**src/rtl/exe_muldiv_unit.sv**
```systemverilog
// Multi-cycle multiply/divide unit for the EXE stage: HI/LO results for MULT(U)/DIV(U),
// with the MADD/MSUB accumulate family built only when MDU_ACCUMULATE_EN is defined.
module exe_muldiv_unit #(
  parameter int DATA_WIDTH = 32,
  parameter int MUL_STAGES = 2
) (
  input  logic                  clk,
  input  logic                  resetn,
  input  logic                  MDU_Valid,
  output logic                  MDU_Ready,
  input  logic [2:0]            MDU_Op,
  input  logic [DATA_WIDTH-1:0] MDU_SrcA,
  input  logic [DATA_WIDTH-1:0] MDU_SrcB,
  input  logic [DATA_WIDTH-1:0] MDU_Hi_In,
  input  logic [DATA_WIDTH-1:0] MDU_Lo_In,
  input  logic                  MDU_Flush,
  output logic                  MDU_Busy,
  output logic                  MDU_Done,
  output logic [DATA_WIDTH-1:0] MDU_Hi,
  output logic [DATA_WIDTH-1:0] MDU_Lo
);

  localparam int W     = DATA_WIDTH;
  localparam int CNT_W = 16;

  typedef enum logic [1:0] {
    S_IDLE = 2'd0,
    S_MUL  = 2'd1,
    S_DIV  = 2'd2,
    S_FIX  = 2'd3
  } state_t;

  state_t           r_state;
  logic [CNT_W-1:0] r_cnt;
  // r_a: multiplicand, or dividend magnitude shifting out while quotient bits shift in
  logic [W-1:0]     r_a;
  logic [W-1:0]     r_b;
  logic [W-1:0]     r_rem;
  logic             r_uns;
  logic             r_nop;
  logic             r_q_neg;
  logic             r_r_neg;
  logic             r_done;
  logic [W-1:0]     r_hi;
  logic [W-1:0]     r_lo;

  logic [2*W-1:0]   w_a_ext;
  logic [2*W-1:0]   w_b_ext;
  logic [2*W-1:0]   w_prod;
  logic [2*W-1:0]   w_mul_res;
  logic [W-1:0]     w_a_mag;
  logic [W-1:0]     w_b_mag;
  logic [W:0]       w_shift;
  logic [W:0]       w_diff;
  logic             w_is_div;

`ifdef MDU_ACCUMULATE_EN
  logic             r_acc;
  logic             r_sub;
  logic [2*W-1:0]   r_acc_in;
  logic [2*W-1:0]   r_prod;
  logic [2*W-1:0]   w_acc_res;
`else
  logic             w_unused_acc;
`endif

  assign MDU_Ready = (r_state == S_IDLE);
  assign MDU_Busy  = (r_state != S_IDLE);
  assign MDU_Done  = r_done;
  assign MDU_Hi    = r_hi;
  assign MDU_Lo    = r_lo;

  assign w_is_div = (MDU_Op[2:1] == 2'b01);
  assign w_a_ext  = {{W{~r_uns & r_a[W-1]}}, r_a};
  assign w_b_ext  = {{W{~r_uns & r_b[W-1]}}, r_b};
  assign w_prod   = w_a_ext * w_b_ext;
  assign w_a_mag  = (~MDU_Op[0] & MDU_SrcA[W-1]) ? ({W{1'b0}} - MDU_SrcA) : MDU_SrcA;
  assign w_b_mag  = (~MDU_Op[0] & MDU_SrcB[W-1]) ? ({W{1'b0}} - MDU_SrcB) : MDU_SrcB;
  // Partial remainder never exceeds the divisor, so the top bit of w_diff is a clean borrow
  assign w_shift  = {r_rem, r_a[W-1]};
  assign w_diff   = w_shift - {1'b0, r_b};

`ifdef MDU_ACCUMULATE_EN
  assign w_acc_res = r_sub ? (r_acc_in - r_prod) : (r_acc_in + r_prod);
  assign w_mul_res = r_acc ? w_acc_res : w_prod;
`else
  assign w_mul_res    = w_prod;
  assign w_unused_acc = ^{MDU_Hi_In, MDU_Lo_In};
`endif

  // Control FSM, operand capture, divider datapath and registered result outputs
  always_ff @(posedge clk or negedge resetn) begin
    if (!resetn) begin
      r_state <= S_IDLE;
      r_cnt   <= {CNT_W{1'b0}};
      r_a     <= {W{1'b0}};
      r_b     <= {W{1'b0}};
      r_rem   <= {W{1'b0}};
      r_uns   <= 1'b0;
      r_nop   <= 1'b0;
      r_q_neg <= 1'b0;
      r_r_neg <= 1'b0;
      r_done  <= 1'b0;
      r_hi    <= {W{1'b0}};
      r_lo    <= {W{1'b0}};
`ifdef MDU_ACCUMULATE_EN
      r_acc    <= 1'b0;
      r_sub    <= 1'b0;
      r_acc_in <= {(2*W){1'b0}};
      r_prod   <= {(2*W){1'b0}};
`endif
    end else begin
      r_done <= 1'b0;
      if (MDU_Flush) begin
        r_state <= S_IDLE;
      end else begin
        case (r_state)
          S_IDLE: begin
            if (MDU_Valid) begin
              r_uns <= MDU_Op[0];
              r_nop <= 1'b0;
              if (w_is_div) begin
                if (MDU_SrcB == {W{1'b0}}) begin
                  r_a     <= {W{1'b1}};
                  r_rem   <= MDU_SrcA;
                  r_q_neg <= 1'b0;
                  r_r_neg <= 1'b0;
                  r_state <= S_FIX;
                end else begin
                  r_a     <= w_a_mag;
                  r_b     <= w_b_mag;
                  r_rem   <= {W{1'b0}};
                  r_q_neg <= ~MDU_Op[0] & (MDU_SrcA[W-1] ^ MDU_SrcB[W-1]);
                  r_r_neg <= ~MDU_Op[0] & MDU_SrcA[W-1];
                  r_cnt   <= CNT_W'(W - 1);
                  r_state <= S_DIV;
                end
              end else begin
                r_a     <= MDU_SrcA;
                r_b     <= MDU_SrcB;
                r_state <= S_MUL;
`ifdef MDU_ACCUMULATE_EN
                r_acc    <= MDU_Op[2];
                r_sub    <= MDU_Op[1];
                r_acc_in <= {MDU_Hi_In, MDU_Lo_In};
                r_cnt    <= MDU_Op[2] ? CNT_W'(MUL_STAGES) : CNT_W'(MUL_STAGES - 1);
`else
                // Accumulate ops are not built: retire after one edge without touching HI/LO
                r_nop    <= MDU_Op[2];
                r_cnt    <= MDU_Op[2] ? {CNT_W{1'b0}} : CNT_W'(MUL_STAGES - 1);
`endif
              end
            end
          end
          S_MUL: begin
`ifdef MDU_ACCUMULATE_EN
            r_prod <= w_prod;
`endif
            if (r_cnt == {CNT_W{1'b0}}) begin
              r_state <= S_IDLE;
              r_done  <= 1'b1;
              if (!r_nop) begin
                r_hi <= w_mul_res[2*W-1:W];
                r_lo <= w_mul_res[W-1:0];
              end
            end else begin
              r_cnt <= r_cnt - {{(CNT_W-1){1'b0}}, 1'b1};
            end
          end
          S_DIV: begin
            if (!w_diff[W]) begin
              r_rem <= w_diff[W-1:0];
              r_a   <= {r_a[W-2:0], 1'b1};
            end else begin
              r_rem <= w_shift[W-1:0];
              r_a   <= {r_a[W-2:0], 1'b0};
            end
            if (r_cnt == {CNT_W{1'b0}}) begin
              r_state <= S_FIX;
            end else begin
              r_cnt <= r_cnt - {{(CNT_W-1){1'b0}}, 1'b1};
            end
          end
          S_FIX: begin
            r_state <= S_IDLE;
            r_done  <= 1'b1;
            r_lo    <= r_q_neg ? ({W{1'b0}} - r_a) : r_a;
            r_hi    <= r_r_neg ? ({W{1'b0}} - r_rem) : r_rem;
          end
          default: begin
            r_state <= S_IDLE;
          end
        endcase
      end
    end
  end

endmodule

```
**config.mk**
```make
export PLATFORM = sky130hd
export DESIGN_NAME = exe_muldiv_unit
export DESIGN_NICKNAME = d
export VERILOG_FILES = /design/src/rtl/exe_muldiv_unit.sv
export SDC_FILE = /design/constraint.sdc
export NUM_CORES = 2
export LEC_CHECK = 0
export CORE_UTILIZATION = 65
export CTS_CLUSTER_SIZE = 10
export DETAILED_ROUTE_END_ITERATION = 16
export PLACE_DENSITY = 0.91
export SLEW_MARGIN = 0
export SYNTH_ARGS = -nofsm -noshare
export SYNTH_HDL_FRONTEND = slang
export SYNTH_SLANG_ARGS = --single-unit
export TNS_END_PERCENT = 10
```
**constraint.sdc**
```tcl
create_clock -name clk -period 10.2 [get_ports clk]
set_input_delay 2.04 -clock clk [delete_from_list [all_inputs] [get_ports clk]]
set_output_delay 2.04 -clock clk [all_outputs]
set_load 0.03 [all_outputs]
```
# --- After elaboration in Yosys (flattened, before gate mapping) ---
# Index checks and enable logic that the tools add are counted.
word_totals:
  reg_bits: 183
  output_inout_bits: 67
  elab_cells: 99
  in_bits: 135
op_classes:
  n_eq_ne: 14
  n_mul: 1
  bitwise: 9
  add_sub_neg: 6
  n_reduce_logical: 16
  mux: 41
ops:
  columns: ["op", "count"]
  rows:
  - ["$mux W32", 17]
  - ["$pmux W32 S2", 4]
  - ["$sub A1 B32 Y32 const A", 4]
  - ["$mul A33 B33 Y64", 1]
  - ["$mux W16", 4]
  - ["$sub A33 B32 Y33", 1]
  - ["$logic_not A32 Y1", 1]
  - ["$pmux W16 S2", 1]
  - ["$logic_not A16 Y1", 1]
  - ["$reduce_and A4 Y1", 4]
  - ["$sub A16 B1 Y16 const B", 1]
  - ["$mux W2", 5]
  - ["$ne A2 B2 Y1 const B", 5]
  - ["$ne A3 B3 Y1 const B", 3]
  - ["$reduce_and A3 Y1", 3]
  - ["$mux W1", 8]
  - ["$pmux W2 S4", 1]
  - ["$reduce_bool A2 Y1", 4]
  - ["$and A1 B1 Y1", 5]
  - ["$reduce_and A5 Y1", 1]
  - ["$eq A2 B1 Y1 const B", 2]
  - ["$eq A2 B2 Y1 const B", 2]
  - ["$ne A3 B2 Y1 const B", 1]
  - ["$not A1 Y1", 3]
  - ["other kinds (5)", 5]

# --- Logic depth before layout (Yosys ltp) ---
depth:
  word_depth: 7
  depth_mapped: 31
  ltp_nobuf: 29

# --- Worst setup path after synthesis ---
# No wires, ideal clock.
synth_path:
  kind: "register to register"
  startpoint: "reg r_uns"
  endpoint: "reg r_hi[31], in the netlist MDU_Hi[31]"
  path_buffers: 3
  arrival_ns: 7.942
  period_less_slack_ns: 8.082
  path_stages_with_launch: 30
  required_ns: 10.061
  setup_ns: 0.139
  slack_ns: 2.118
  cell_sequence: "dfrtp_1 -> clkbuf_1 -> nor2_1 -> clkbuf_1 -> nand2_1 -> inv_1 -> fa_1 -> fa_1 -> fa_1 -> inv_1 -> fa_1 -> inv_1 -> fa_1 -> fa_1 -> fa_1 -> inv_1 -> fa_1 -> inv_1 -> ha_1 -> clkbuf_1 -> nand4_1 -> or2_2 -> nand2b_1 -> a311oi_1 -> o21ai_0 -> a31oi_1 -> nand4_1 -> nand3b_1 -> xnor2_1 -> o221ai_1"
synth_between:
  elab_chain_cells: 6
  elab_cells_between_ends: 7
  cone_classes: "mul (1); mux (3); bitwise (3)"
synth_rtl:
  columns: ["item", "line", "rtl"]
  rows:
  - ["from (decl)", "39", "logic r_uns;"]
  - ["from (signal assigned)", "120", "r_uns <= MDU_Op[0];"]
  - ["$not A1 Y1 (*)", "74, 75", null]
  - ["$and A1 B1 Y1 (on tied branches)", "74, 75", null]
  - ["$mul A33 B33 Y64 (*)", "76", "assign w_prod = w_a_ext * w_b_ext;"]
  - ["$mux W32 (*)", "162", "if (!r_nop) begin"]
  - ["$mux W32 (*)", "159", "if (r_cnt == {CNT_W{1'b0}}) begin"]
  - ["$pmux W32 S2 (*)", "117", "case (r_state)"]
  - ["to (signal assigned)", "104", "r_hi <= {W{1'b0}};"]
  - ["to (signal assigned)", "163", "r_hi <= w_mul_res[2*W-1:W];"]
  - ["to (signal assigned)", "188", "r_hi <= r_r_neg ? ({W{1'b0}} - r_rem) : r_rem;"]
  - ["to (decl)", "44", "logic [W-1:0] r_hi;"]
# Every way passes the cells marked *; elsewhere a longest branch is shown, timed or not. The select of a mux whose other input is x is not followed.
# A chain may end at the register's enable or synchronous reset.

# --- Worst setup path after layout ---
layout_path:
  startpoint: "reg r_uns"
  endpoint: "reg r_hi[25], in the netlist MDU_Hi[25]"
# Same word-level chain as after synthesis.

==> metrics <==
Area growth, synth to finish 5.699%; Yosys top cell area share 44.54%; Initial Utilization 66.19%; cells after synthesis 5801; synthesized area 50600 µm²; RSZ-0062 raised after global routing no; Setup Buffers After CTS 0; final count of hold timing violations 0; Yosys reg bits 183; yosys warns 0; vias in the first global route 46130; Clock Sinks 183; Max-Cap Viols 1; gpl congestion 1.051; Ports 202; Hold Path Class flop to flop; Placeable Area 76450 µm²; first-pass GRT wire length 249.2 mm; vias 42230; CTS tree yes; CP arrival 10160 ps; input/output buffers 137; Routed Antenna Nets 0; setup TNS 0 ps; Die ar. 78970 µm²; antenna violations before repair 18; nature of the critical path endpoint flop; 1st-iter DRT viols 4944; DR pass1 iterations 7; register area share after synthesis 9.049%; CTS max path bufs 2; slew margin rel. -3.245%; pin count of the biggest net entering global routing 115; Post-CTS Hold Buffers 0; most common cell in the netlist inv_1; post-cts sizing count 0; Post-synth ARST share 100.0%; Via density 6.227; Worst-Skew Late Latency 460 ps; grt total ovfl 0; Commonest cells post-synth 1182 x inv_1, 1126 x fa_1, 966 x nand2_1; mean post-synth cell area 8.723 µm²; Hold Path Sink MDU_Hi[9]; ys flop type dfrtp_1; Worst-Margin Slew 1549 ps; Critical Path RT 10570 ps; Root Buffer Master clkbuf_16; fraction of layout instances using a drive strength above 1 3.377%; Die H 281.0 µm; CP Launch Type flop; reg2reg start r_uns; Setup Viol. Count Final 0; nets 7247; Critical R2R Capture MDU_Hi[25]; skew final 19.15 ps; drt total wl 157.6 mm; fill cell count 5332; clock-pin slew on the worst setup and hold paths 80 ps; Net Count, Synth 7316; total track usage 41.99%; kind of critical path flop to flop; flop2flop setup slack 420 ps; synth top area cells fa_1 45%, dfrtp_1 9.0%, inv_1 8.8%, nand2_1 7.2%, ha_1 6.3%; startpoint of the worst hold path MDU_Hi[9]; cell count of the worst reg-to-reg path 25; CP Max Fanout 20; num rows 101; CTS Buf Count 17; number of enable flip-flop cells after synthesis 0; status complete, but fails checks; die width 281.0 µm; H-tree depth 4; area leader, netlist fa_1; hpwl dp 127.0 mm; DRC viols 0; FMAX 102.2 MHz; violated checks capacitance limit, slew limit; Synth cell types 83; pins over their slew limit 28; hold path cells 2; minimum clock period 9782 ps; period utilisation layout 95.90%; DR WL/cell 23.24 µm; minimum hold slack 487.6 ps
-- layout make-up --
| class | instances | area [µm²] | share of cell area (%) |
|---|---|---|---|
| multi-input cells | 4102 | 40360 | 75.45 |
| clock buffers | 17 | 425.4 | 0.7953 |
| diodes | 6 | 15.01 | 0.02807 |
| well taps | 1030 | 1289 | 2.409 |
| repair buffers | 245 | 2223 | 4.157 |
| flip-flops and latches | 183 | 4581 | 8.564 |
| clock inverters | 15 | 158.9 | 0.2971 |
| inverters | 1183 | 4441 | 8.302 |
-- cells by family (layout without fill, tap and decap cells) --
group,count (synthesis),count (layout),synth area share (%)
other,0,6,0
adders and majority gates,1380,1380,50.82
and+or+nand+nor,1745,1745,15.71
muxes,33,33,0.6750
AOI/OAI and AO/OA,722,722,8.599
xor gates and xnor gates,222,222,3.842
buffers and inverters,1516,1460,11.30
DFF,183,183,9.049
-- layout by cell type (no fill, tap or decap), types with 8 or more instances in the layout --
| master | n |
|---|---|
| o31ai_1 | 29 |
| nor4_1 | 17 |
| nand4_1 | 17 |
| dfrtp_1 | 182 |
| o21ai_0 | 227 |
| or2_2 | 16 |
| a31oi_1 | 28 |
| and2_1 | 296 |
| o22ai_1 | 13 |
| o21a_1 | 17 |
| clkbuf_16 | 17 |
| xnor2_1 | 127 |
| a22o_1 | 8 |
| and3_1 | 26 |
| nand2_1 | 966 |
| o41ai_1 | 13 |
| nor3_1 | 51 |
| ha_1 | 252 |
| clkdlybuf4s50_1 | 136 |
| fa_1 | 1126 |
| a21oi_1 | 224 |
| xor2_1 | 95 |
| inv_1 | 1182 |
| or3_1 | 20 |
| or4_1 | 10 |
| nand3_1 | 45 |
| nor2_1 | 223 |
| nor2b_1 | 9 |
| nand2b_1 | 17 |
| a21o_1 | 54 |
| o21bai_1 | 14 |
| buf_4 | 105 |
| mux2i_1 | 27 |
| a211oi_1 | 21 |
-- worst max-delay path, stage by stage, from the launching register on --
cell	delay [ps]
dfrtp_1	580
buf_4	350
nand2b_1	870
buf_4	410
nor2_1	90
fa_1	550
fa_1	440
fa_1	510
fa_1	440
fa_1	520
fa_1	430
fa_1	510
inv_1	50
fa_1	530
inv_1	60
ha_1	410
nand4_1	170
or2_2	350
nand2b_1	150
a311oi_1	630
o21ai_0	320
a31oi_1	640
a31oi_1	190
xnor2_1	220
mux2i_1	90
o21ai_0	150
-- stage by stage --
step                      cells  setup WS, ps  area (µm²)  utilization (%)
final                      6781         418.1       53490            69.96
after floorplan            5801          2118       50600                -
after global routing       6777         280.6       53480            69.95
after CTS                  6775         774.3       53470            69.94
after detailed placement   6743         789.2       52890            69.18
after global placement     6743         913.7       52890            69.18
-- worst max-delay path by stage --
stage / slack [ps] / to / start
floorplan: 2120 / MDU_Hi[31] / r_uns
global placement: 910 / MDU_Hi[25] / r_uns
detailed placement: 790 / MDU_Hi[25] / r_uns
CTS: 770 / MDU_Hi[25] / r_uns
global route: 280 / MDU_Hi[25] / r_b[0]
finish: 420 / MDU_Hi[25] / r_uns
-- layer usage --
layer	global-route usage (%)	part of all wire (%)	wire length, µm	vias up
met5	0	0.11	178	-
met4	33.36	9.4	14750	22
met3	14.61	14	22610	1045
met2	64.01	45	70830	3078
met1	48.31	31	49220	20720
li1	-	-	-	17370
-- registers in the layout (all words and copies together), names as in the netlist --
| signal | count |
|---|---|
| MDU_Done | 1 |
| MDU_Hi | 32 |
| MDU_Lo | 32 |
| r_a | 32 |
| r_b | 32 |
| r_cnt | 16 |
| r_nop | 1 |
| r_q_neg | 1 |
| r_r_neg | 1 |
| r_rem | 32 |
| r_state | 2 |
| r_uns | 1 |
Power is left out: the tool's default activity adds up to more than one toggle a clock period on the data nets, which glitch-free logic cannot reach.
